### config.mk
export PLATFORM = sky130hd
export DESIGN_NAME = shift_out_serializer
export DESIGN_NICKNAME = d
export VERILOG_FILES = /design/src/rtl/shift_pkg.sv /design/src/rtl/bit_counter.sv /design/src/rtl/shift_out_serializer.sv
export SDC_FILE = /design/constraint.sdc
export NUM_CORES = 1
export LEC_CHECK = 0
export BUFFER_PORTS_ARGS = -buffer_cell sky130_fd_sc_hd__buf_4
export CAP_MARGIN = 0
export CORE_UTILIZATION = 49
export DETAILED_ROUTE_END_ITERATION = 16
export PLACE_DENSITY_LB_ADDON = 0.2
export SLEW_MARGIN = 20
export SYNTH_ARGS = -nofsm -noshare
export SYNTH_HDL_FRONTEND = slang
export SYNTH_SLANG_ARGS = --single-unit
### constraint.sdc
create_clock -name clk -period 2.24 [get_ports clk]
set_input_delay 0.336 -clock clk [delete_from_list [all_inputs] [get_ports clk]]
set_output_delay 0.336 -clock clk [all_outputs]
set_load 0.005 [all_outputs]
### src/rtl/shift_pkg.sv
// Shared definitions for the serial link blocks (serializer, framer, parity).
package shift_pkg;

    typedef enum logic {
        IDLE  = 1'b0,
        SHIFT = 1'b1
    } shift_state_e;

    // Bits needed to index 0..max-1; never less than one bit.
    function automatic int unsigned cnt_width(input int unsigned max);
        return (max > 1) ? $clog2(max) : 1;
    endfunction

endpackage

### src/rtl/bit_counter.sv
// Mod-Max counter with synchronous clear, count enable and terminal-count flag.
module bit_counter
    import shift_pkg::*;
#(
    parameter int unsigned Max = 8
) (
    input  logic                        clk,
    input  logic                        rst_n,
    input  logic                        clr,
    input  logic                        en,
    output logic [cnt_width(Max)-1:0]   count,
    output logic                        tc_c
);

    localparam int unsigned CntW = cnt_width(Max);
    localparam logic [CntW-1:0] LastVal = CntW'(Max - 1);

    assign tc_c = (count == LastVal);

    // Clear takes priority; wraps to zero after the terminal value.
    always_ff @(posedge clk or negedge rst_n) begin
        if (!rst_n) begin
            count <= '0;
        end else if (clr) begin
            count <= '0;
        end else if (en) begin
            count <= tc_c ? '0 : count + CntW'(1);
        end
    end

endmodule

### src/rtl/shift_out_serializer.sv
// Parallel-to-serial transmitter: accepts a word over valid/ready and sends it LSB-first,
// one bit per shift_en tick, with zero-gap reload on the last bit.
module shift_out_serializer
    import shift_pkg::*;
#(
    parameter int unsigned Width     = 8,
    parameter logic        IdleValue = 1'b0
) (
    input  logic             clk,
    input  logic             rst_n,
    input  logic             load_valid,
    output logic             load_ready,
    input  logic [Width-1:0] load_data,
    input  logic             shift_en,
    output logic             serial_out,
    output logic             busy,
    output logic             done
);

    localparam int unsigned CntW = cnt_width(Width);
    localparam logic [CntW-1:0] LastIdx = CntW'(Width - 1);

    if (Width < 2) begin : g_width_check
        $error("shift_out_serializer: Width must be >= 2");
    end

    shift_state_e     state;
    logic [Width-1:0] sreg;
    logic [CntW-1:0]  cnt;
    logic             tc_c;
    logic             tick_c;
    logic             last_c;
    logic             accept_c;

    // Ready depends only on state, shift_en and the counter, never on load_valid.
    assign tick_c     = (state == SHIFT) && shift_en;
    assign last_c     = tick_c && tc_c;
    assign load_ready = (state == IDLE) || last_c;
    assign accept_c   = load_valid && load_ready;

    bit_counter #(
        .Max (Width)
    ) u_bit_counter (
        .clk   (clk),
        .rst_n (rst_n),
        .clr   (accept_c),
        .en    (tick_c),
        .count (cnt),
        .tc_c  (tc_c)
    );

    // State, shift register and registered line outputs.
    always_ff @(posedge clk or negedge rst_n) begin
        if (!rst_n) begin
            state      <= IDLE;
            sreg       <= {Width{IdleValue}};
            serial_out <= IdleValue;
            busy       <= 1'b0;
            done       <= 1'b0;
        end else begin
            done <= last_c;
            if (accept_c) begin
                state      <= SHIFT;
                sreg       <= load_data;
                serial_out <= load_data[0];
                busy       <= 1'b1;
            end else if (last_c) begin
                state      <= IDLE;
                sreg       <= {Width{IdleValue}};
                serial_out <= IdleValue;
                busy       <= 1'b0;
            end else if (tick_c) begin
                sreg       <= {IdleValue, sreg[Width-1:1]};
                serial_out <= sreg[1];
            end
        end
    end

    a_cnt_in_range: assert property (@(posedge clk) disable iff (!rst_n) cnt <= LastIdx)
        else $error("shift_out_serializer: bit counter out of range");

endmodule

**After elaboration in Yosys (flattened, before gate mapping)**

Index checks and enable logic that the tools add are counted.
W data, S select, Z words.

- $add $sub $neg: 1
- $mul: 0
- Divide/modulo/power cells: 0
- Order comparisons: 0
- Equal/unequal tests: 1
- Shift operators: 0
- Muxes and demuxes: 11
- Bitwise logic cells: 1
- Reduce and logical (&&, ||, !) cells: 7

Operators by type and width:

| operator | number |
|---|---|
| $mux W8 | 3 |
| $mux W3 | 3 |
| $mux W1 | 5 |
| $reduce_bool A2 Y1 | 2 |
| $add A3 B1 Y3 const B | 1 |
| $eq A3 B3 Y1 const B | 1 |
| $logic_and A1 B1 Y1 | 3 |
| $reduce_bool A3 Y1 | 1 |
| $logic_or A1 B1 Y1 | 1 |
| $not A1 Y1 | 1 |

- Register bits after elaboration: 14
- Bits in latches: 0
- RAM bits: 0
- ROM bits: 0
- Input bits: 12
- Output and inout bits: 4
- Word-level logic and storage cells: 26
- Memories kept: 0

**Longest topological paths before layout**

Gate-level depths: netlist (run 1).

- Depth after elaboration: 5
- Mapped depth: 6
- Depth with buffers taken out: 5

**Hierarchy**

A second synthesis (run 1) with hierarchy kept.

- Cells, all modules: 62
- Area, all modules: 664.4 µm²

By module, submodules not included:

| module | times used | cells each | area each (µm²) | seq. area each (µm²) |
|---|---|---|---|---|
| shift_out_serializer | 1 | 50 | 513.0 | 250.2 |
| bit_counter | 1 | 12 | 151.4 | 75.1 |

**Least setup slack after synthesis (run 1)**

OpenSTA, ideal clock, no wires.

- Path type: reg2reg
- From: reg u_bit_counter.count[0]
- To: reg sreg[7]
- Arrival time: 1.508 ns
- Data required time: 2.119 ns
- Setup slack: 0.611 ns
- Stages on the path, launching flop included: 7
- Path buffers: 1
- Period minus slack after synthesis: 1.629 ns
- Path through: dfrtp_1 > ha_1 > ha_1 > a21bo_2 > buf_6 > and2_4 > a22o_1

- Cells in the longest elaborated chain, start to end: 5
- Elaborated cells on any way between the ends: 7

Ends and longest elaborated chain:

| what | RTL line | RTL |
|---|---|---|
| from (decl) | bit_counter.sv:11 | `output logic [cnt_width(Max)-1:0] count,` |
| from (signal assigned) | bit_counter.sv:27 | `count <= tc_c ? '0 : count + CntW'(1);` |
| $eq A3 B3 Y1 (*) | bit_counter.sv:18 | `assign tc_c = (count == LastVal);` |
| $logic_and A1 B1 Y1 (*) | shift_out_serializer.sv:37 | `assign last_c = tick_c && tc_c;` |
| $logic_or A1 B1 Y1 (*) | shift_out_serializer.sv:38 | `assign load_ready = (state == IDLE) \|\| last_c;` |
| net load_ready | shift_out_serializer.sv:12 | `output logic load_ready,` |
| $logic_and A1 B1 Y1 (*) | shift_out_serializer.sv:39 | `assign accept_c = load_valid && load_ready;` |
| $reduce_bool A3 Y1 (no line) / $mux W8 (equally long branches) | -- |  |
| to (signal assigned) | shift_out_serializer.sv:56 | `sreg <= {Width{IdleValue}};` |
| to (signal assigned) | shift_out_serializer.sv:64 | `sreg <= load_data;` |
| to (signal assigned) | shift_out_serializer.sv:69 | `sreg <= {Width{IdleValue}};` |
| to (decl) | shift_out_serializer.sv:28 | `logic [Width-1:0] sreg;` |

The timed path passes the listed nets; every way through them passes the cells marked *.
A chain may end at the register's enable or synchronous reset.

**Final worst setup path (run 1)**

- From: reg u_bit_counter.count[0]
- To: out load_ready

- Cells in the longest elaborated chain, start to end: 3

Ends and longest elaborated chain:

| what | RTL line |
|---|---|
| $eq A3 B3 Y1 | bit_counter.sv:18 |
| $logic_and A1 B1 Y1 | shift_out_serializer.sv:37 |
| $logic_or A1 B1 Y1 | shift_out_serializer.sv:38 |
| to (decl) | shift_out_serializer.sv:12 |

Every way passes these cells.

==> results.txt, run 1 <==
The run gives 63 as the number of standard cells after synthesis. Ranked by total cell area, the synthesized netlist is headed by dfrtp_1 (50%), nand3b_1 (8.0%), a31oi_1 (6.7%), nand3_1 (5.4%), nor2_1 (5.2%). At the pin with the least slew margin, the transition time is 372 ps. Across every metal layer, demand over resource in global routing totals 20.9%.

The worst pin sits at a relative slew slack of 75.0%. Net switching is 32.3% of the power. Once the clock tree was built, the setup fixing pass inserted 0 buffers. Registers are responsible for 47.0% of the overall power. In this run the core area contains 12 standard-cell rows.

The arrival time of the worst setup path was 1630 ps. Summing internal, switching and leakage power gives 796 uW. After detailed routing, the total wire length is 1.30 mm.

The startpoint of the worst setup timing path was u_bit_counter.count[0]. The depth of the most critical reg-to-reg path was 5; the minimum setup slack among reg-to-reg paths was 540 ps. The tools report the starting density of the core as 55.9%.

The logs give 0 for the total count of max-transition violations in the final report and 0 for the aggregate global routing overflow. The clock network accounts for 18.6% of the total power. For the standby leakage power, the log shows 0.000354 uW. Entering global routing, the biggest net connects 17 pins. The routed wirelength normalized by instance count came out at 13.9 um. For the number of endpoints failing setup at the final stage, the log shows 0. The worst register-to-register path begins at u_bit_counter.count[0].

In this design, the stage delay of the slowest critical-path cell is 420 ps. Port buffering added 15 buffers. Combinational logic is responsible for 34.4% of the overall power.

The number of cells traversed by the worst hold path was 2. For this run, the top clock speed supported by timing is 509 MHz. The count of hold buffers inserted by post-cts repair was 1. The combined buffer and inverter count along the critical path is 1, and the number of nets in the layout is 94. The floorplan step defined a die boundary enclosing 0.00149 mm^2. The number of antenna violations at the first check in global routing was 0. For this block, the via count after detailed routing is 515. Setup repair after global routing left no endpoint under its margin. The floorplan die width is 38.5 um. Among all cell types in the netlist, the one instantiated most often is dfrtp_1. Timing analysis after detailed placement gives a worst setup slack of 547 ps. The number of enable flip-flop cells after synthesis was 0; the final hold slack was 273 ps. The final-report hold violation count was 0. The run gives 12 as the number of DRC markers in iteration 0. Traced cell by cell, the critical path runs through ha_1 > ha_1 > a21bo_2 > buf_4.

Across the run, the number of max-cap violations was 0. The total of flip-flops plus latches after synthesis is 13. The tools report the type of element capturing the critical path as an output pin.

The class of the tightest hold or removal check was input port to register. Most used flip-flop cell after synthesis: dfrtp_1. The total power density per cell area is 1000 mW/mm^2. In this run the worst setup path terminates at load_ready. The tools report the required arrival time at the worst endpoint as 1900 ps. Startpoint-to-endpoint class of the critical path: register to output pin. After layout, the minimum clock period comes to 1970 ps. The area of the mapped netlist is 654 um^2, and the fraction of registers with async set or reset after synthesis is 100%. Of the available clock period, the critical path in the final layout requires 87.8%.

TritonCTS built the clock tree. After detailed routing, the number of remaining DRC violations is 0. The share of the synthesized area in the top cell type was 49.7%; the CTS buffer count was 3.

The synthesized area divided by synthesized cell count works out to 10.4 um^2. The switching power total was 257 uW; the via count of the first global-routing pass was 457. Once the clock tree was built, the resizer swapped 0 gates to a different size. The first global-routing pass estimated 2.04 mm of wire.

The number of antenna repair diodes was 0; the number of nets in the synthesized netlist was 77. The share of the Yosys chip area taken by registers is 49.7%. Across all setup checks in the final design, the least slack found is 274 ps. In this run the worst path has a maximum fanout of 10.

The cell sitting at the root of the clock tree is a clkbuf_4. After clock tree synthesis, the clock-pin slew on the worst setup and hold paths is 80 ps. The count of cell types in the netlist came out at 19.

The first detailed-routing pass took 4 iterations. After routing, the total negative slack on setup checks comes to 0 ps. Ranked by instance count, the synthesized netlist is headed by dfrtp_1 (13), nor2_1 (9), a31oi_1 (7), nand3_1 (7), nand3b_1 (7).

The clock passes through at most 2 buffers. Relative to the synthesized area, the layout overhead comes to 21.2%. The flow ran to the end, and the final reports show no timing, DRC or antenna violations. The vertical die dimension came out at 38.5 um.

The critical path crosses 4 cells after its start point. On the critical path the largest part of the delay comes from adder cells. In this run the remaining antenna-violating nets after routing total 0. Across the VDD grid, the largest voltage drop is 0.574 mV. The logs give 0.728 for the final weighted congestion of routability-driven global placement and 280 ps for the clock latency on the worst-skew pair.

Yosys printed 0 warnings. The top cell type by total area after synthesis was dfrtp_1. After filler insertion, the fill cell instance count of the layout stands at 97.

For the final database, setup skew stands at 6.39 ps. The ratio of routed vias to standard cells was 5.54. The slowest cell on the critical path is dfrtp_1. The total area inside the core boundary comes to 0.00117 mm^2.

Internal power comes to 539 uW. The tree built by TritonCTS fans out to 13 sinks. The depth of the CTS H-tree came out at 1. The endpoint identified for the worst register-to-register timing path is sreg[7].

The cell that appears most often on the critical path is ha_1. Cells with a size suffix above 1 make up 29.1% of the layout. For the number of placed I/O pins, the log shows 16. The type of element launching the critical path is a register.
==> metrics by stage <==
stage | instances | utilization, % | area, um^2
final | 93 | 67.7 | 793
after global routing | 93 | 67.7 | 793
after CTS | 93 | 67.7 | 793
after detailed placement | 88 | 64.6 | 757
after global placement | 88 | 64.6 | 757
after floorplan | 63 | - | 654
==> power by group through the flow <==
stage	combinational (uW)	sequential, uW	clock (uW)
finish	274	374	148
global placement	261	376	0
global route	313	384	159
floorplan	200	365	0
CTS	278	374	148
detailed placement	276	379	0
==> cell usage in the layout (no fill, tap or decap) <==
| cell type | n |
|---|---|
| a21bo_2 | 1 |
| a21boi_0 | 1 |
| a22o_1 | 2 |
| a31oi_1 | 7 |
| and2_4 | 1 |
| and3_2 | 1 |
| buf_4 | 15 |
| clkbuf_1 | 1 |
| clkbuf_4 | 3 |
| dfrtp_1 | 13 |
| dlygate4sd3_1 | 1 |
| ha_1 | 2 |
| mux2_2 | 2 |
| nand2_1 | 2 |
| nand2b_1 | 2 |
| nand3_1 | 7 |
| nand3b_1 | 7 |
| nor2_1 | 9 |
| o2bb2ai_1 | 2 |
==> registers in the layout (all words and copies together) (netlist names) <==
register / count
state: 1
u_bit_counter.count: 3
done: 1
sreg: 8
==> worst min-delay path by stage <==
stage,to,start,slack [ps]
after floorplan,done,rst_n,40
after detailed placement,done,rst_n,190
after CTS,sreg[7],load_data[7],280
after global routing,sreg[7],load_data[7],280
after global placement,done,rst_n,190
final,sreg[7],load_data[7],270
==> area by class of cell <==
type	instances	area (um^2)	share of cell area, %
Sequential cell	13	325	41.0
Multi-Input combinational cell	46	302	38.0
Timing Repair Buffer	16	123	15.5
Clock buffer	4	26.3	3.31
Tap cell	14	17.5	2.21
==> cells by family after synthesis <==
family                   Yosys count  synth area share (%)
AND/OR/NAND/NOR                   29                  24.1
flip-flops                        13                  49.7
AO/OA/AOI/OAI                     13                  14.7
buffers and inverters              4                  4.21
adder cells (fa/ha/maj)            2                  3.82
multiplexers                       2                  3.44
==> layer usage <==
metal	share of wire, %	track usage [%]
met1	47	26.7
met3	4.4	5.23
met5	0	0
met2	46	32.5
met4	2.2	10.3
(Power assumes the default switching activity.)
==> inputs of run 2 (changes only) <==
==> constraint.sdc (replaced) <==
create_clock -name clk -period 2.24 [get_ports clk]
set_input_delay 0.112 -clock clk [delete_from_list [all_inputs] [get_ports clk]]
set_output_delay 0.112 -clock clk [all_outputs]
set_load 0.005 [all_outputs]
==> results.txt, run 2 (same netlist as run 1, synthesis figures left out) <==
The run gives 78.9 ps (was 273 ps) as the final hold slack. The clock tree root buffer cell was clkbuf_4 (unchanged). Number of placed I/O pins: 16 (unchanged). Registers with the most flip-flops: sreg: 8 flops, u_bit_counter.count: 3 flops (unchanged).

The logs give 0 (unchanged) for the aggregate global routing overflow and 527 ps (was 274 ps) for the final critical-path setup slack. The startpoint-to-endpoint class of the critical path was register to output pin (unchanged). Cells along the critical path: ha_1 > ha_1 > a21bo_2 > buf_4 (unchanged). The number of standard cells in the final layout excluding fillers is 93 (unchanged). Type of element launching the critical path: a register (unchanged). Cell-internal power: 539 uW (about the same). The routed wirelength normalized by instance count works out to 13.0 um (was 13.9 um). The number of nets in the layout came out at 94 (unchanged). The number of fillers in the final layout was 92 (was 97); the actual slew at the worst max-slew pin was 360 ps (was 372 ps).

The number of design rule violations left after detail routing is 0 (unchanged), and the maximum fanout along the worst path is 10 (unchanged). The number of antenna repair diodes was 0 (unchanged). The vertical die dimension is 38.5 um (unchanged), and the number of rows created at floorplan is 12 (unchanged).

CTS buffer count: 3 (unchanged). TritonCTS built the clock tree. For the highest clock rate, the log shows 584 MHz (was 509 MHz). The via count of the first global-routing pass came out at 464 (was 457).

Number of DRC markers in iteration 0: 9 (was 12). Setup repair after global routing left no endpoint under its margin. The run gives 47.5% (was 47.0%) as the part of the power in registers. The run gives 260 ps (was 280 ps) as the clock latency on the worst-skew pair. The number of flip-flops in the largest register is 8 (unchanged). Most used cells in the layout excluding fill and tap cells: buf_4 (15), dfrtp_1 (13), nor2_1 (9) (unchanged). The number of antenna violations at the first check in global routing is 0 (unchanged), and the routed wire length on met2 is 567 um (was 603 um). Part of the power in combinational logic: 34.8% (was 34.4%). The power share of the clock group is 17.8% (was 18.6%).

The final wirelength is 1.21 mm (was 1.30 mm), and the headroom to the max-slew limit is 75.8% (was 75.0%). The number of max-cap violations is 0 (unchanged), and the delay of the slowest cell on the worst path is 410 ps (was 420 ps). The worst clock skew was 4.19 ps (was 6.39 ps); the number of sinks handled by clock tree synthesis was 13 (unchanged). The tools report the number of instances in the placed design as 88 (unchanged).

The final weighted congestion of routability-driven global placement was 0.724 (was 0.728); the share of post-route cells with drive strength above 1 was 29.1% (unchanged). The standby leakage power was 0.000354 uW (unchanged); the worst slack at placement was 536 ps (was 547 ps). The number of buffer cells added on primary ports works out to 15 (unchanged). For the total routing resource utilization after global routing, the log shows 19.8% (was 20.9%). For the final standard cell area without fillers, the log shows 793 um^2 (unchanged).

The run gives 2130 ps (was 1900 ps) as the required arrival time at the worst endpoint. The depth of the CTS H-tree is 1 (unchanged), and the count of TritonRoute iterations in the first routing pass is 4 (unchanged). The final-report hold violation count is 0 (unchanged), and the final critical-path required period is 1710 ps (was 1970 ps).

The wire length of the first global-routing pass is 1.96 mm (was 2.04 mm), and the share of total power consumed by net switching is 31.1% (was 32.3%). The worst-case vdd ir drop was 0.532 mV (was 0.574 mV); the arrival time of the worst setup path was 1600 ps (was 1630 ps). Total number of vias: 524 (was 515). The flow ran to the end, and the final reports show no timing, DRC or antenna violations. Wire length on met3: 43 um (was 57 um). The aggregate negative setup slack was 0 ps (unchanged); the ratio of routed vias to standard cells was 5.63 (was 5.54). The tools report the placed cell area as 757 um^2 (unchanged). Floorplan core area: 0.00117 mm^2 (unchanged). The routed length on met1 is 585 um (was 607 um). The synthesis-to-layout area growth was 21.2% (unchanged); the floorplan die width was 38.5 um (unchanged). The total count of max-transition violations in the final report was 0 (unchanged).

The class of the tightest hold or removal check was input port to register (unchanged). Most frequent standard cell in the layout excluding fill and tap cells: buf_4 (unchanged). The starting density of the core is 55.9% (unchanged). The slowest cell on the critical path is dfrtp_1 (unchanged).

Largest net degree at the start of global routing: 17 (unchanged). The cell occurring most often along the worst timing path is ha_1 (unchanged). The clock input transition at the sequential cells of the worst setup and hold paths was 80 ps (about the same). The highest signal layer in the routed design is met4 (unchanged). Number of nets with antenna violations after routing: 0 (unchanged).

The final clock period utilization by the worst path is 76.5% (was 87.8%), and the number of endpoints failing setup at the final stage is 0 (unchanged). The type of element capturing the critical path was an output pin (unchanged). The area of the die is 0.00149 mm^2 (unchanged). The switching power total came out at 243 uW (was 257 uW). The total power density per cell area is 986 mW/mm^2 (was 1000 mW/mm^2), and the number of gates given a new drive strength after cts is 0 (unchanged). The register with the most flip-flops is sreg (unchanged). The tools report the buffer levels on the longest clock path as 2 (unchanged).
-- run 2: metrics by stage --
step,util (%),total power (uW)
floorplan,-,565
global placement,64.6,637
detailed placement,64.6,651
CTS,67.7,791
global route,67.7,842
finish,67.7,782
-- run 2: final timing paths --
kind                                        start  cells past startpoint                endpoint  slack, ps
min in group asynchronous                   rst_n                      2                 sreg[2]        220
hold / removal                       load_data[7]                      2                 sreg[7]         80
setup reg to reg           u_bit_counter.count[0]                      5                 sreg[7]        540
hold reg to reg            u_bit_counter.count[1]                      1  u_bit_counter.count[1]        510
max in group asynchronous                   rst_n                      2  u_bit_counter.count[2]       1860
setup / recovery           u_bit_counter.count[0]                      4              load_ready        530
-- run 2: per-layer routing --
layer / vias to the layer above / global-route usage [%]
met5: - / 0
met4: 0 / 10.3
met3: 2 / 3.49
met2: 11 / 30.0
met1: 247 / 26.7
li1: 264 / -
-- run 2: area by class of cell --
class / count / area (um^2) / share of cell area [%]
well taps: 14 / 17.5 / 2.21
flip-flops and latches: 13 / 325 / 41.0
multi-input cells: 46 / 302 / 38.0
repair buffers: 16 / 123 / 15.5
clock buffers: 4 / 26.3 / 3.31
-- run 2: what timing repair did --
| item | in CTS | in global routing |
|---|---|---|
| endpoints found under the setup margin | 0 | 0 |
| hold buffers | 1 | 0 |
| buffers inserted | 0 | 0 |
| endpoints found under the hold margin | 13 | 0 |
-- run 2: critical path, delay by kind of cell (launching register included) --
kind | cells | cell delay [ps]
flip-flops | 1 | 410
buffers and inverters | 1 | 160
adder cells (fa/ha/maj) | 2 | 480
AO/OA/AOI/OAI | 1 | 300
-- run 2: power groups by stage --
stage	logic, uW	registers (uW)	clock network [uW]
finish	272	371	139
global route	307	380	155
CTS	276	372	142
detailed placement	273	377	0
global placement	261	376	0
floorplan	200	365	0
==> inputs of run 3 (changes only) <==
Settings changed: CORE_UTILIZATION 49 to 45.
Clock period 2.24 ns to 1.5 ns, I/O delays scaled along.
==> results.txt, run 3 (same netlist as run 1, synthesis figures left out) <==
The clock latency on the worst-skew pair is 280 ps (was 260 ps). The logs give 30 ps (was 540 ps) for the minimum setup slack among reg-to-reg paths and 0.703 mV (was 0.532 mV) for the worst-case vdd ir drop. The wire length of the first global-routing pass was 2.11 mm (was 1.96 mm); the placed wire-length estimate after detailed placement was 985 um. The end point of the worst hold path was sreg[7] (unchanged).

The number of instances in the placed design was 93 (was 88). Number of flip-flops in the largest register: 8 (unchanged). The class of the tightest hold or removal check is input port to register (unchanged). The run gives 16 (unchanged) as the number of placed I/O pins.

The total power density per cell area is 1500 mW/mm^2 (was 986 mW/mm^2), and the combined buffer and inverter count along the critical path is 1 (unchanged). The switching power total came out at 405 uW (was 243 uW). The depth of the most critical reg-to-reg path works out to 5 (unchanged). Registers with the most flip-flops: sreg: 8 flops, u_bit_counter.count: 3 flops (unchanged).

The ratio of routed vias to standard cells was 5.69 (was 5.63); the final clock period utilization by the worst path was 98.1%. The total count of max-transition violations in the final report was 0 (unchanged); the number of buffer cells added on primary ports was 15 (unchanged). The run gives 43.9% (was 47.5%) as the part of the power in registers.

TritonCTS built the clock tree. The power share of the clock group is 17.5% (was 17.8%). The share of post-route cells with drive strength above 1 works out to 34.9% (was 29.1%).

The critical register-to-register path startpoint is u_bit_counter.count[1] (was u_bit_counter.count[0]). The floorplan die width was 40.1 um (was 38.5 um); the part of the power in combinational logic was 38.7% (was 34.8%). For the count of TritonRoute iterations in the first routing pass, the log shows 4 (unchanged). The floorplan core area is 0.00133 mm^2 (was 0.00117 mm^2). The cell family contributing the most delay on the critical path is flip-flops (was adder cells). The routed wirelength normalized by instance count is 14.7 um (was 13.0 um), and the number of endpoints failing setup at the final stage is 0 (unchanged).

The run gives 558 (was 524) as the total number of vias. The tools report the aggregate global routing overflow as 0 (unchanged). The source of the worst hold timing path was load_data[7] (unchanged). The delay of the slowest cell on the worst path came out at 390 ps (was 410 ps). The CTS buffer count is 3 (unchanged).

The headroom to the max-slew limit was 75.7% (was 75.8%). Slowest cell on the critical path: dfrtp_1 (unchanged). The number of nets in the layout is 98 (was 94). The startpoint-to-endpoint class of the critical path was register to output pin (unchanged). The number of standard cells in the final layout excluding fillers was 98 (was 93); the clock input transition at the sequential cells of the worst setup and hold paths was 80 ps (about the same). The total routing resource utilization after global routing is 21.4% (was 19.8%). Setup repair after global routing could not meet its margin everywhere.

The vertical die dimension was 40.1 um (was 38.5 um). After layout, the minimum clock period comes to 1470 ps. The logs give 803 um^2 (was 757 um^2) for the placed cell area and 1400 ps (was 1600 ps) for the arrival time of the worst setup path. The tools report the type of element capturing the critical path as an output pin (unchanged).

For the worst clock skew, the log shows 2.96 ps (was 4.19 ps). The most frequent standard cell in the layout excluding fill and tap cells was buf_4 (unchanged). The flow ran to the end, and the final reports show no timing, DRC or antenna violations.

Synthesis-to-layout area growth: 29.8% (was 21.2%). For the final-report hold violation count, the log shows 0 (unchanged). The highest clock rate is 680 MHz.

Register with the most flip-flops: sreg (unchanged). The final weighted congestion of routability-driven global placement was 0.719 (was 0.724); the area of the die was 0.00161 mm^2 (was 0.00149 mm^2). The buffer levels on the longest clock path came out at 2 (unchanged). The total chip power is 1270 uW (was 782 uW). The logs give 63.7% (was 67.7%) for the end-of-flow core utilization and 0.000374 uW (was 0.000354 uW) for the standby leakage power. The depth of the CTS H-tree is 1 (unchanged). The maximum fanout along the worst path was 7 (was 10); the cell-internal power was 866 uW (was 539 uW). The required arrival time at the worst endpoint came out at 1420 ps (was 2130 ps). The number of antenna repair diodes is 0 (unchanged). The tools report the number of design rule violations left after detail routing as 0 (unchanged). The final wirelength came out at 1.44 mm (was 1.21 mm). The number of cells traversed by the worst hold path is 2 (unchanged), and the via count of the first global-routing pass is 480 (was 464). Cells along the critical path: ha_2 > ha_4 > a21bo_4 > buf_4 (was ha_1 > ha_1 > a21bo_2 > buf_4). The actual slew at the worst max-slew pin works out to 361 ps (was 360 ps).

The number of rows created at floorplan was 13 (was 12). End of the worst register-to-register path: sreg[7] (unchanged). The number of antenna violations at the first check in global routing came out at 0 (unchanged). The tools report the number of sinks handled by clock tree synthesis as 13 (unchanged). The type of element launching the critical path was a register (unchanged). Final standard cell area without fillers: 850 um^2 (was 793 um^2). The number of nets with antenna violations after routing was 0 (unchanged). Most used cells in the layout excluding fill and tap cells: buf_4 (18), dfrtp_1 (13), nor2_1 (9) (was buf_4 (15), dfrtp_1 (13), nor2_1 (9)). The starting density of the core is 49.1% (was 55.9%). The logs give 14 (was 9) for the number of DRC markers in iteration 0 and 0 (unchanged) for the number of max-cap violations. The share of total power consumed by net switching works out to 31.9% (was 31.1%). The clock tree root buffer cell is clkbuf_4 (unchanged). The largest net degree at the start of global routing came out at 17 (unchanged).
[run 3: power by group through the flow]
| stage | combinational (uW) | sequential (uW) | clock (uW) |
|---|---|---|---|
| 6_report | 492 | 558 | 222 |
| 5_1_grt | 553 | 572 | 242 |
| 4_1_cts | 483 | 559 | 224 |
| 3_5_place_dp | 482 | 568 | 0 |
| 3_3_place_gp | 466 | 562 | 0 |
| 2_1_floorplan | 320 | 552 | 0 |
[run 3: routing by layer]
metal	GRT usage (%)	part of all wire [%]	up-vias
li1	-	-	269
met1	25.2	47	271
met2	33.9	47	16
met3	6.67	4.5	2
met4	12.9	0.83	0
met5	0	0	-
[run 3: cell type report]
class | instances | area, um^2
Timing Repair Buffer | 20 | 156
Fill cell | 118 | 484
Sequential cell | 13 | 325
Clock buffer | 4 | 26.3
Multi-Input combinational cell | 46 | 323
Tap cell | 15 | 18.8
[run 3: worst max path at each step]
stage / cells after the start / from / to
global route: 4 / u_bit_counter.count[1] / load_ready
floorplan: 6 / u_bit_counter.count[0] / sreg[7]
global placement: 5 / u_bit_counter.count[1] / sreg[7]
finish: 4 / u_bit_counter.count[1] / load_ready
CTS: 4 / u_bit_counter.count[0] / load_ready
detailed placement: 5 / u_bit_counter.count[1] / sreg[7]
[run 3: worst register-to-register path: stages (launching register included)]
cell and delay [ps]:
dfrtp_1 390, ha_2 200, ha_4 160, a21bo_4 230
and2_4 170, a22o_1 210
[run 3: repair_timing]
| action | 4_1_cts | 5_1_grt |
|---|---|---|
| hold buffers | 1 | 0 |
| endpoints found under the setup margin | 1 | 3 |
| gates resized for setup | 0 | 2 |
| pin swaps | 1 | 1 |
| hold endpoints to repair | 13 | 0 |
| setup buffers | 1 | 0 |
[run 3: through the flow]
stage | worst slack, ps | TNS [ps] | hold WS (ps)
floorplan | -36.6 | -36.6 | -221
global placement | 70.6 | 0 | -74.8
detailed placement | 46.2 | 0 | -73.7
CTS | 5.48 | 0 | 16.0
global route | -15.8 | -16.5 | 12.5
finish | 28.9 | 0 | 20.3
